### config.mk
export PLATFORM = sky130hd
export DESIGN_NAME = timer_ctrl_4bit
export DESIGN_NICKNAME = d
export VERILOG_FILES = /design/src/rtl/timer_ctrl_pkg.sv /design/src/rtl/timer_ctrl_wdog.sv /design/src/rtl/timer_ctrl_4bit.sv
export SDC_FILE = /design/constraint.sdc
export NUM_CORES = 1
export LEC_CHECK = 0
export BUFFER_PORTS_ARGS = -buffer_cell sky130_fd_sc_hd__buf_2
export CAP_MARGIN = 20
export CORE_MARGIN = 5
export CORE_UTILIZATION = 40
export CTS_CLUSTER_DIAMETER = 120
export DETAILED_ROUTE_END_ITERATION = 8
export GPL_TIMING_DRIVEN = 0
export PLACE_DENSITY = 0.77
export SLEW_MARGIN = 25
export SYNTH_ARGS = -nofsm -noshare
export SYNTH_HDL_FRONTEND = slang
export SYNTH_SLANG_ARGS = --single-unit
### constraint.sdc
create_clock -name clk -period 1.65 [get_ports clk]
set_clock_uncertainty 0.1 [all_clocks]
set_input_delay 0.165 -clock clk [delete_from_list [all_inputs] [get_ports clk]]
set_output_delay 0.165 -clock clk [all_outputs]
set_load 0.05 [all_outputs]
### src/rtl/timer_ctrl_pkg.sv
// timer_ctrl_pkg: shared types and constants for the timer controller.
// Holds the FSM state enum, the timer data width and watchdog sizing.
package timer_ctrl_pkg;

    localparam int TMR_W           = 4;
    localparam int WDOG_CYCLES_DEF = 32;
    localparam int WDOG_W          = $clog2(WDOG_CYCLES_DEF + 1);

    typedef enum logic [2:0] {
        IDLE,
        LOAD,
        ARM,
        RUN,
        FINISH
    } state_e;

endpackage

### src/rtl/timer_ctrl_wdog.sv
// timer_ctrl_wdog: RUN-state timeout counter for timer_ctrl_4bit.
// Ports: clk_i, reset_i (sync, active high), clear_i, inc_i, expire_o.
// expire_o is combinational: high in the CYCLES-th consecutive inc cycle.
module timer_ctrl_wdog
    import timer_ctrl_pkg::*;
#(
    parameter int CYCLES = WDOG_CYCLES_DEF,
    parameter int W      = WDOG_W
) (
    input  logic clk_i,
    input  logic reset_i,
    input  logic clear_i,
    input  logic inc_i,
    output logic expire_o
);

    logic [W-1:0] cnt_q;
    logic [W-1:0] cnt_d;

    always_comb begin
        cnt_d = cnt_q;
        if (clear_i) begin
            cnt_d = '0;
        end else if (inc_i) begin
            cnt_d = cnt_q + {{(W-1){1'b0}}, 1'b1};
        end
    end

    always_ff @(posedge clk_i) begin
        if (reset_i) begin
            cnt_q <= '0;
        end else begin
            cnt_q <= cnt_d;
        end
    end

    assign expire_o = inc_i && (cnt_q == W'(CYCLES - 1));

endmodule

### src/rtl/timer_ctrl_4bit.sv
// timer_ctrl_4bit: command-driven sequencer for a timer_4bit instance.
// Ports: clk, reset (sync, active high); cmd_valid/cmd_ready handshake with
//   cmd_preset, cmd_mode, cmd_reps; abort; timer side tmr_enable, tmr_load,
//   tmr_mode, tmr_preset, tmr_count (status only), tmr_done; status busy,
//   run_cnt, irq, aborted, wdog_err.
// Optional RUN watchdog enabled by defining TIMER_CTRL_WDOG_EN.
module timer_ctrl_4bit
    import timer_ctrl_pkg::*;
#(
    parameter int REP_W       = 4,
    parameter int WDOG_CYCLES = WDOG_CYCLES_DEF
) (
    input  logic             clk,
    input  logic             reset,
    input  logic             cmd_valid,
    output logic             cmd_ready,
    input  logic [TMR_W-1:0] cmd_preset,
    input  logic             cmd_mode,
    input  logic [REP_W-1:0] cmd_reps,
    input  logic             abort,
    output logic             tmr_enable,
    output logic             tmr_load,
    output logic             tmr_mode,
    output logic [TMR_W-1:0] tmr_preset,
    input  logic [TMR_W-1:0] tmr_count,
    input  logic             tmr_done,
    output logic             busy,
    output logic [REP_W-1:0] run_cnt,
    output logic             irq,
    output logic             aborted,
    output logic             wdog_err
);

    state_e             state_q, state_d;
    logic [TMR_W-1:0]   preset_q;
    logic               mode_q;
    logic [REP_W-1:0]   reps_q;
    // One extra bit so reps = 2^REP_W - 1 completes without wrapping.
    logic [REP_W:0]     run_cnt_q, run_cnt_d;
    logic               load_q, enable_q, irq_q, aborted_q, wdog_err_q;
    logic               accept, abort_take, wdog_set, wdog_hit;
    logic               unused_status;

    assign cmd_ready = (state_q == IDLE) && !reset;
    assign busy      = (state_q != IDLE);
    assign accept    = cmd_valid && cmd_ready;

`ifdef TIMER_CTRL_WDOG_EN
    timer_ctrl_wdog #(
        .CYCLES (WDOG_CYCLES),
        .W      ($clog2(WDOG_CYCLES + 1))
    ) u_wdog (
        .clk_i    (clk),
        .reset_i  (reset),
        .clear_i  (state_q != RUN),
        .inc_i    (state_q == RUN),
        .expire_o (wdog_hit)
    );
`else
    assign wdog_hit = 1'b0;
`endif

    assign unused_status = ^{tmr_count, WDOG_CYCLES[0]};

    always_comb begin
        state_d    = state_q;
        run_cnt_d  = run_cnt_q;
        abort_take = 1'b0;
        wdog_set   = 1'b0;
        unique case (state_q)
            IDLE: begin
                if (accept) begin
                    state_d   = LOAD;
                    run_cnt_d = '0;
                end
            end
            LOAD: state_d = ARM;
            ARM:  state_d = RUN;
            RUN: begin
                if (tmr_done) begin
                    run_cnt_d = run_cnt_q + {{REP_W{1'b0}}, 1'b1};
                    // Old count equal to reps means this was the last run.
                    if (run_cnt_q == {1'b0, reps_q}) begin
                        state_d = FINISH;
                    end else begin
                        state_d = LOAD;
                    end
                end else if (wdog_hit) begin
                    state_d    = IDLE;
                    abort_take = 1'b1;
                    wdog_set   = 1'b1;
                end
            end
            FINISH: state_d = IDLE;
            default: state_d = IDLE;
        endcase
        // Abort overrides everything, including a same-cycle done.
        if (abort && (state_q != IDLE)) begin
            state_d    = IDLE;
            run_cnt_d  = run_cnt_q;
            abort_take = 1'b1;
        end
    end

    always_ff @(posedge clk) begin
        if (reset) begin
            state_q    <= IDLE;
            preset_q   <= '0;
            mode_q     <= 1'b0;
            reps_q     <= '0;
            run_cnt_q  <= '0;
            load_q     <= 1'b0;
            enable_q   <= 1'b0;
            irq_q      <= 1'b0;
            aborted_q  <= 1'b0;
            wdog_err_q <= 1'b0;
        end else begin
            state_q   <= state_d;
            run_cnt_q <= run_cnt_d;
            load_q    <= (state_d == LOAD);
            enable_q  <= (state_d == RUN);
            irq_q     <= (state_d == FINISH);
            aborted_q <= abort_take;
            if (accept) begin
                preset_q   <= cmd_preset;
                mode_q     <= cmd_mode;
                reps_q     <= cmd_reps;
                wdog_err_q <= 1'b0;
            end else if (wdog_set) begin
                wdog_err_q <= 1'b1;
            end
        end
    end

    assign tmr_load   = load_q;
    assign tmr_enable = enable_q;
    assign tmr_mode   = mode_q;
    assign tmr_preset = preset_q;
    assign run_cnt    = run_cnt_q[REP_W-1:0];
    assign irq        = irq_q;
    assign aborted    = aborted_q;
    assign wdog_err   = wdog_err_q;

endmodule
==> impl_metrics.json, run 1 <==
{
  "status": "finished, final reports clean",
  "wl_per_cell_um": 12.4,
  "cp.arrival_ns": 1.34,
  "yosys.area.top_type_share": 0.450,
  "synth.avg_cell_area_um2": 8.81,
  "numClockSinks": 21,
  "tns_ns": 0,
  "dr.pass1.iters": 4,
  "final.setup.worst_slack_ns": 0.0447,
  "drive_gt1_frac": 0.320,
  "finalPower_mw": 1.03,
  "grt_max_degree": 13,
  "cts_tree": "built",
  "synth_area_um2": 933,
  "path_max_fanout": 6,
  "core_region_area_um2": 2210,
  "numCtsBuffers": 3,
  "path_class": "reg2out",
  "required_ns": 1.38,
  "worstSetupEndpointType": "output pin",
  "async_flop_share": 0,
  "ys_types": 28,
  "synth_top_area_cell": "dfxtp_1",
  "setup_viol": 0,
  "antenna_cells": 0,
  "rsz0062_at_grt": "yes",
  "drv_slew": 0,
  "dp_slack_ns": 0.0137,
  "hold_class": "in2reg",
  "cts.clk_slew.worst_paths_ns": 0.12,
  "via_count": 903,
  "die_w_um": 58.3,
  "hold_viol_final": 0,
  "remaining_drc_errors": 0,
  "power_frac_seq": 0.533,
  "antenna_left": 0,
  "clockBufferDepth": 2,
  "p_leak_nw": 0.631,
  "start_kind": "flip-flop",
  "power_frac_comb": 0.222,
  "synth_seq_cells": 21,
  "maxCapViolCount": 0,
  "grt_pass1_vias": 919,
  "grt_pass1_wl_um": 3730,
  "grt_overflow": 0,
  "p_int_mw": 0.711,
  "initial_core_util": 0.422,
  "ys_warn_count": 0,
  "synth_fp_nets": 125,
  "fin_util": 0.579,
  "gp_congestion": 0.732,
  "initialDrtViolationCount": 8,
  "dp_hpwl_um": 1590,
  "die_y_um": 58.3,
  "cts_max_level": 1,
  "period_needed_ns": 1.61,
  "clock_latency_ns": 0.31,
  "totalWireLength_um": 2210,
  "netSwitchingPower_mw": 0.321,
  "vias_per_cell": 5.07,
  "vdd_drop_max_mv": 0.610,
  "die_area_um2": 3400,
  "synthTopCellsByCount": "dfxtp_1 (21), nand2_1 (20), nand3b_1 (9)",
  "track_usage": 0.138,
  "fin_nets": 170,
  "syn2layout_area_growth_pct": 37.3,
  "synthTopCellsByArea": "dfxtp_1 (45%), nand2_1 (8.0%), nand3b_1 (7.2%)",
  "fmax_mhz": 623,
  "timing.final.crit_share": 0.973,
  "antenna_found_initial": 0,
  "fin_area_um2": 1280,
  "cts_root_buf": "clkbuf_4",
  "placed_cell_area_um2": 1120,
  "portBuffers": 28,
  "synth_edf_count": 0,
  "seq_area_frac_synth": 0.450,
  "synth_flop_cell": "dfxtp_1",
  "rows": 17,
  "powerDensity_nw_per_um2": 806,
  "swShare": 0.311,
  "synthesis.instances": 106,
  "ioPinCount": 34,
  "yosysMostFrequentCell": "dfxtp_1",
  "clockPowerShare": 0.246
}
## what timing repair did
item,4_1_cts,5_1_grt
buffers inserted,0,2
pin swaps,0,2
hold buffers,10,0
hold endpoints to repair,10,0
setup endpoints to repair,2,15
gates resized for setup,4,6
cloned,0,0
## critical path, stage by stage (launching register included)
cell,delay (ns)
dfxtp_2,0.37
or3_4,0.41
nor2_4,0.10
buf_8,0.15
## metal layers
layer | global-route usage | vias to the layer above | wire [um]
met5 | 0 | - | 0
met4 | 0.0497 | 0 | 29
met3 | 0.0307 | 3 | 176
met2 | 0.254 | 33 | 1120
met1 | 0.155 | 414 | 879
li1 | - | 453 | -
## flip-flops by register name, summed over array words and instances (netlist names)
name	cells
run_cnt_q	5
tmr_load	1
irq	1
tmr_preset	4
state_q	3
reps_q	4
tmr_enable	1
tmr_mode	1
aborted	1
## stage by stage
stage	hold WS, ns	instances
after floorplan	0.150	106
after global placement	0.248	162
after detailed placement	0.255	162
after CTS	0.147	176
after global routing	0.166	178
final	0.161	178
## final timing paths
kind | start | cells after the start | endpoint | slack (ns)
worst max-delay path | state_q[1]$_SDFF_PP0_ | 3 | cmd_ready | 0.04
worst min-delay path | reset | 3 | reps_q[3]$_SDFFE_PP0P_ | 0.16
worst max register to register | state_q[2]$_SDFF_PP0_ | 4 | run_cnt_q[2]$_SDFFE_PP0P_ | 0.10
worst min register to register | tmr_preset[0]$_SDFFE_PP0P_ | 2 | tmr_preset[0]$_SDFFE_PP0P_ | 0.39
## power by group through the flow
stage | logic [mW] | registers [mW] | clock network [mW]
2_1_floorplan | 0.104 | 0.599 | 0
3_3_place_gp | 0.194 | 0.559 | 0
3_5_place_dp | 0.199 | 0.560 | 0
4_1_cts | 0.223 | 0.550 | 0.261
5_1_grt | 0.247 | 0.553 | 0.286
6_report | 0.229 | 0.550 | 0.254
## cell usage in the layout (no fill, tap or decap), drive strengths merged, types with 2 or more instances in the layout
master / count
buf: 35
dfxtp: 21
nand2: 20
dlygate4sd3: 10
nand3b: 9
nor2: 7
o21ai: 5
xor2: 5
clkbuf: 5
nor3: 4
nand3: 4
or3: 3
inv: 2
and3: 2
a21boi: 2
o211ai: 2
a22oi: 2
## cell type report
| cell class | instances | area [um^2] |
|---|---|---|
| clock inverters | 1 | 5.00 |
| multi-input cells | 76 | 475 |
| flip-flops and latches | 21 | 424 |
| well taps | 28 | 35.0 |
| plain buffers | 7 | 46.3 |
| clock buffers | 3 | 22.5 |
| repair buffers | 40 | 265 |
| fillers | 202 | 931 |
| inverters | 2 | 7.51 |
## kinds of logic (layout without fill, tap and decap cells)
kind of cell               after synthesis  after routing  share of synthesized area
other                                    1              1                    0.00402
buffers and inverters                    9             53                     0.0563
xor gates and xnor gates                 5              5                     0.0469
and+or+nand+nor                         55             55                      0.320
muxes                                    1              1                     0.0107
AOI/OAI and AO/OA                       13             13                     0.0978
adders and majority gates                1              1                     0.0134
DFF                                     21             21                      0.450
Note: power is estimated with default switching activity, not from simulation.
==> run 2: changes to the inputs <==
CAP_MARGIN = 10   (was 20)
PLACE_DENSITY = 0.79   (was 0.77)
clock period = 1.3 ns   (was 1.65 ns; I/O delays follow)
==> impl_metrics.json, run 2 (synthesis gave the netlist of run 1 again) <==
{
  "vdd_drop_max_mv": 0.680,
  "hold_class": "in2reg",
  "dr.pass1.iters": 4,
  "antenna_found_initial": 0,
  "totalWireLength_um": 2450,
  "placed_cells": 162,
  "antenna_left": 0,
  "die_area_um2": 3400,
  "clock_latency_ns": 0.30,
  "finalPower_mw": 1.32,
  "drive_gt1_frac": 0.403,
  "cts_max_level": 1,
  "via_count": 917,
  "required_ns": 1.07,
  "start_kind": "flip-flop",
  "p_leak_nw": 0.664,
  "period_needed_ns": 1.57,
  "syn2layout_area_growth_pct": 49.5,
  "path_class": "reg2out",
  "numCtsBuffers": 3,
  "portBuffers": 28,
  "grt_max_degree": 12,
  "vias_per_cell": 5.04,
  "violations": "setup timing",
  "clockBufferDepth": 2,
  "numClockSinks": 21,
  "final_cell_mix": "buf_2 (23), nand2_1 (19), dfxtp_1 (14), buf_4 (10), dlygate4sd3_1 (10)",
  "powerDensity_nw_per_um2": 943,
  "final_common_cell": "buf_2",
  "grt_pass1_vias": 926,
  "fin_area_um2": 1400,
  "fin_util": 0.631,
  "initial_core_util": 0.422,
  "fmax_mhz": 635,
  "worstSetupEndpointType": "output pin",
  "dp_hpwl_um": 1470,
  "path_max_fanout": 3,
  "hold_viol_final": 0,
  "grt_pass1_wl_um": 3800,
  "rsz0062_at_grt": "yes",
  "tns_ns": -1.69,
  "largest_reg_flops": 5,
  "placed_cell_area_um2": 1120,
  "remaining_drc_errors": 0,
  "grt_overflow": 0,
  "wl_per_cell_um": 13.4,
  "die_w_um": 58.3,
  "gp_congestion": 0.816,
  "cts_tree": "built",
  "instances_no_fill": 182,
  "final.setup.worst_slack_ns": -0.275,
  "die_y_um": 58.3,
  "track_usage": 0.138,
  "antenna_cells": 0,
  "cts_root_buf": "clkbuf_4",
  "top_register": "run_cnt_q",
  "rows": 17,
  "timing.final.crit_share": 1.21,
  "r2r_slack_ns": -0.23,
  "maxCapViolCount": 0,
  "fin_nets": 174,
  "initialDrtViolationCount": 26,
  "status": "finished with violations",
  "core_region_area_um2": 2210,
  "cp.arrival_ns": 1.34,
  "setup_viol": 10,
  "ioPinCount": 34,
  "cts.clk_slew.worst_paths_ns": 0.12,
  "drv_slew": 0
}
[run 2: cell count changes in the layout (fill, tap and decap cells not counted), moves of 2 or more]
cell      delta
buf_2        -4
buf_4        +3
buf_6        +5
clkbuf_4     +2
dfxtp_1      -4
dfxtp_4      +3
o21ai_0      -2
[run 2: final timing paths]
check / from / cells past startpoint / endpoint
min: abort / 2 / aborted$_SDFF_PP0_
min reg2reg: tmr_mode$_SDFFE_PP0P_ / 2 / tmr_mode$_SDFFE_PP0P_
max reg2reg: state_q[1]$_SDFF_PP0_ / 5 / run_cnt_q[0]$_SDFFE_PP0P_
max: state_q[2]$_SDFF_PP0_ / 3 / cmd_ready
[run 2: final cells by class]
type	instances	area [um^2]
Buffer	7	48.8
Clock buffer	4	26.3
Fill cell	189	817
Inverter	2	7.51
Multi-Input combinational cell	76	524
Sequential cell	21	437
Tap cell	28	35.0
Timing Repair Buffer	44	317
[run 2: metal layers]
layer  routed length (um)  global-route usage
met5                    0                   0
met4                   19              0.0232
met3                  166              0.0351
met2                 1180               0.260
met1                 1080               0.156
[run 2: through the flow]
step / hold slack, ns / setup slack, ns
6_report: 0.0432 / -0.275
5_1_grt: 0.0644 / -0.341
4_1_cts: 0.0333 / -0.269
2_1_floorplan: 0.115 / -0.117
3_3_place_gp: 0.214 / -0.206
3_5_place_dp: 0.217 / -0.209
[run 2: critical path: stages, from the launching register on]
cell,delay (ns)
dfxtp_4,0.38
or3_4,0.41
nor2_4,0.09
buf_6,0.16
[run 2: what timing repair did]
item,CTS,global route
hold endpoints to repair,10,0
hold buffers,10,0
gates resized for setup,17,17
setup endpoints to repair,22,23
pin swaps,7,6
setup buffers,4,2
[run 2: power by group]
group	switching, mW	total (mW)	internal (mW)
combinational	0.191	0.315	0.125
clock	0.187	0.306	0.119
sequential	0.0236	0.694	0.671
==> run 3: changes to the inputs <==
CAP_MARGIN = 20   (was 10)
PLACE_DENSITY = 0.78   (was 0.79)
==> impl_metrics.json, run 3 (synthesis gave the netlist of run 1 again) <==
{
  "die_area_um2": 3400,
  "drive_gt1_frac": 0.469,
  "top_register": "run_cnt_q",
  "p_int_mw": 0.940,
  "route.met3.wl_um": 156,
  "antenna_found_initial": 0,
  "path_max_fanout": 5,
  "track_usage": 0.156,
  "p_leak_nw": 0.698,
  "remaining_drc_errors": 0,
  "clockBufferDepth": 2,
  "top_layer_used": "met4",
  "initial_core_util": 0.422,
  "hold_viol_final": 0,
  "antenna_cells": 0,
  "path_cells": "or3_4 > nor2_4 > buf_8",
  "hold_class": "in2reg",
  "crit_family": "simple AND/OR/NAND/NOR gates",
  "rsz0062_at_grt": "yes",
  "finalPower_mw": 1.39,
  "cp-startpoint": "state_q[0]$_SDFF_PP0_",
  "numCtsBuffers": 3,
  "num-fill-cells": 174,
  "wl_met1_um": 1170,
  "grt_max_degree": 12,
  "cp.arrival_ns": 1.35,
  "antenna_left": 0,
  "vdd_drop_max_mv": 0.756,
  "dp_hpwl_um": 1480,
  "totalWireLength_um": 2860,
  "ff_latch_area_um2": 442,
  "dr.pass1.iters": 4,
  "power_frac_comb": 0.259,
  "final.setup.worst_slack_ns": -0.277,
  "required_ns": 1.07,
  "powerDensity_nw_per_um2": 940,
  "cts_max_level": 1,
  "grt_pass1_vias": 946,
  "largest_reg_flops": 5,
  "cts_tree": "built",
  "fmax_mhz": 634,
  "core_region_area_um2": 2210,
  "initialDrtViolationCount": 29,
  "fin_nets": 180,
  "path_class": "reg2out",
  "swShare": 0.322,
  "cts_root_buf": "clkbuf_4",
  "numClockSinks": 21,
  "ioPinCount": 34,
  "multi_input_area_um2": 554,
  "status": "finished with violations",
  "netSwitchingPower_mw": 0.446,
  "die_y_um": 58.3,
  "die_w_um": 58.3,
  "syn2layout_area_growth_pct": 58.0,
  "slowest_delay_ns": 0.40,
  "vias_per_cell": 5.31,
  "slowest_stage": "or3_4",
  "worstSetupEndpointType": "output pin",
  "grt_overflow": 0,
  "gp_congestion": 0.823,
  "wl_per_cell_um": 15.2,
  "final_cell_mix": "buf_2 (23), buf_4 (18), nand2_1 (17), dfxtp_1 (14), dlygate4sd3_1 (10)",
  "rr_startpoint": "state_q[0]$_SDFF_PP0_",
  "maxCapViolCount": 0,
  "final_common_cell": "buf_2",
  "via_count": 998,
  "cts.clk_slew.worst_paths_ns": 0.12,
  "clock_latency_ns": 0.31,
  "portBuffers": 28,
  "drv_slew": 0,
  "wl_met2_um": 1500,
  "timing.final.crit_share": 1.21,
  "cp_num_buf_inv": 1,
  "clockPowerShare": 0.241,
  "grt_pass1_wl_um": 4130,
  "dp_slack_ns": -0.206,
  "min_from": "abort",
  "tns_ns": -1.95,
  "start_kind": "flip-flop",
  "period_needed_ns": 1.58,
  "power_frac_seq": 0.500,
  "setup_viol": 18,
  "violations": "setup timing",
  "rows": 17
}
run 3: per-stage QoR:
stage,cells,instance area (um^2),utilization,hold slack [ns]
2_1_floorplan,106,950,-,0.115
3_3_place_gp,162,1120,0.508,0.214
3_5_place_dp,162,1120,0.508,0.216
4_1_cts,183,1360,0.613,0.0174
5_1_grt,188,1480,0.667,0.0156
6_report,188,1480,0.667,0.0216
run 3: metal layers:
metal  up-vias  global-route usage
li1        463                   -
met1       485               0.188
met2        42               0.279
met3         8              0.0307
met4         0              0.0430
met5         -                   0
run 3: power by group through the flow:
| stage | sequential, mW | clock [mW] | combinational [mW] |
|---|---|---|---|
| after CTS | 0.692 | 0.325 | 0.311 |
| after global placement | 0.709 | 0 | 0.249 |
| final | 0.693 | 0.334 | 0.359 |
| after detailed placement | 0.710 | 0 | 0.253 |
| after global routing | 0.697 | 0.368 | 0.384 |
| after floorplan | 0.761 | 0 | 0.134 |
run 3: area by class of cell:
type,count,share of cell area
buffer,7,0.0356
clock buffer,4,0.0178
inverter,2,0.00509
multi-input combinational,76,0.376
sequential,21,0.299
tap,28,0.0237
timing repair buffer,50,0.243
run 3: worst register-to-register path, delay by kind of cell (launching register included):
kind / cells / cell delay [ns]
AO/OA/AOI/OAI: 1 / 0.17
buffers and inverters: 1 / 0.14
flip-flops: 1 / 0.38
AND/OR/NAND/NOR: 3 / 0.72
run 3: worst paths after layout:
check	end	slack, ns	cells past startpoint
max	cmd_ready	-0.28	3
min	aborted$_SDFF_PP0_	0.02	2
max reg2reg	run_cnt_q[2]$_SDFFE_PP0P_	-0.25	5
min reg2reg	tmr_mode$_SDFFE_PP0P_	0.38	2
run 3: timing repair:
item	in CTS	in global routing
buffers inserted	7	5
gates cloned	0	1
hold buffers	10	0
setup endpoints to repair	22	24
endpoints found under the hold margin	10	0
pin swaps	8	7
gates resized for setup	20	24
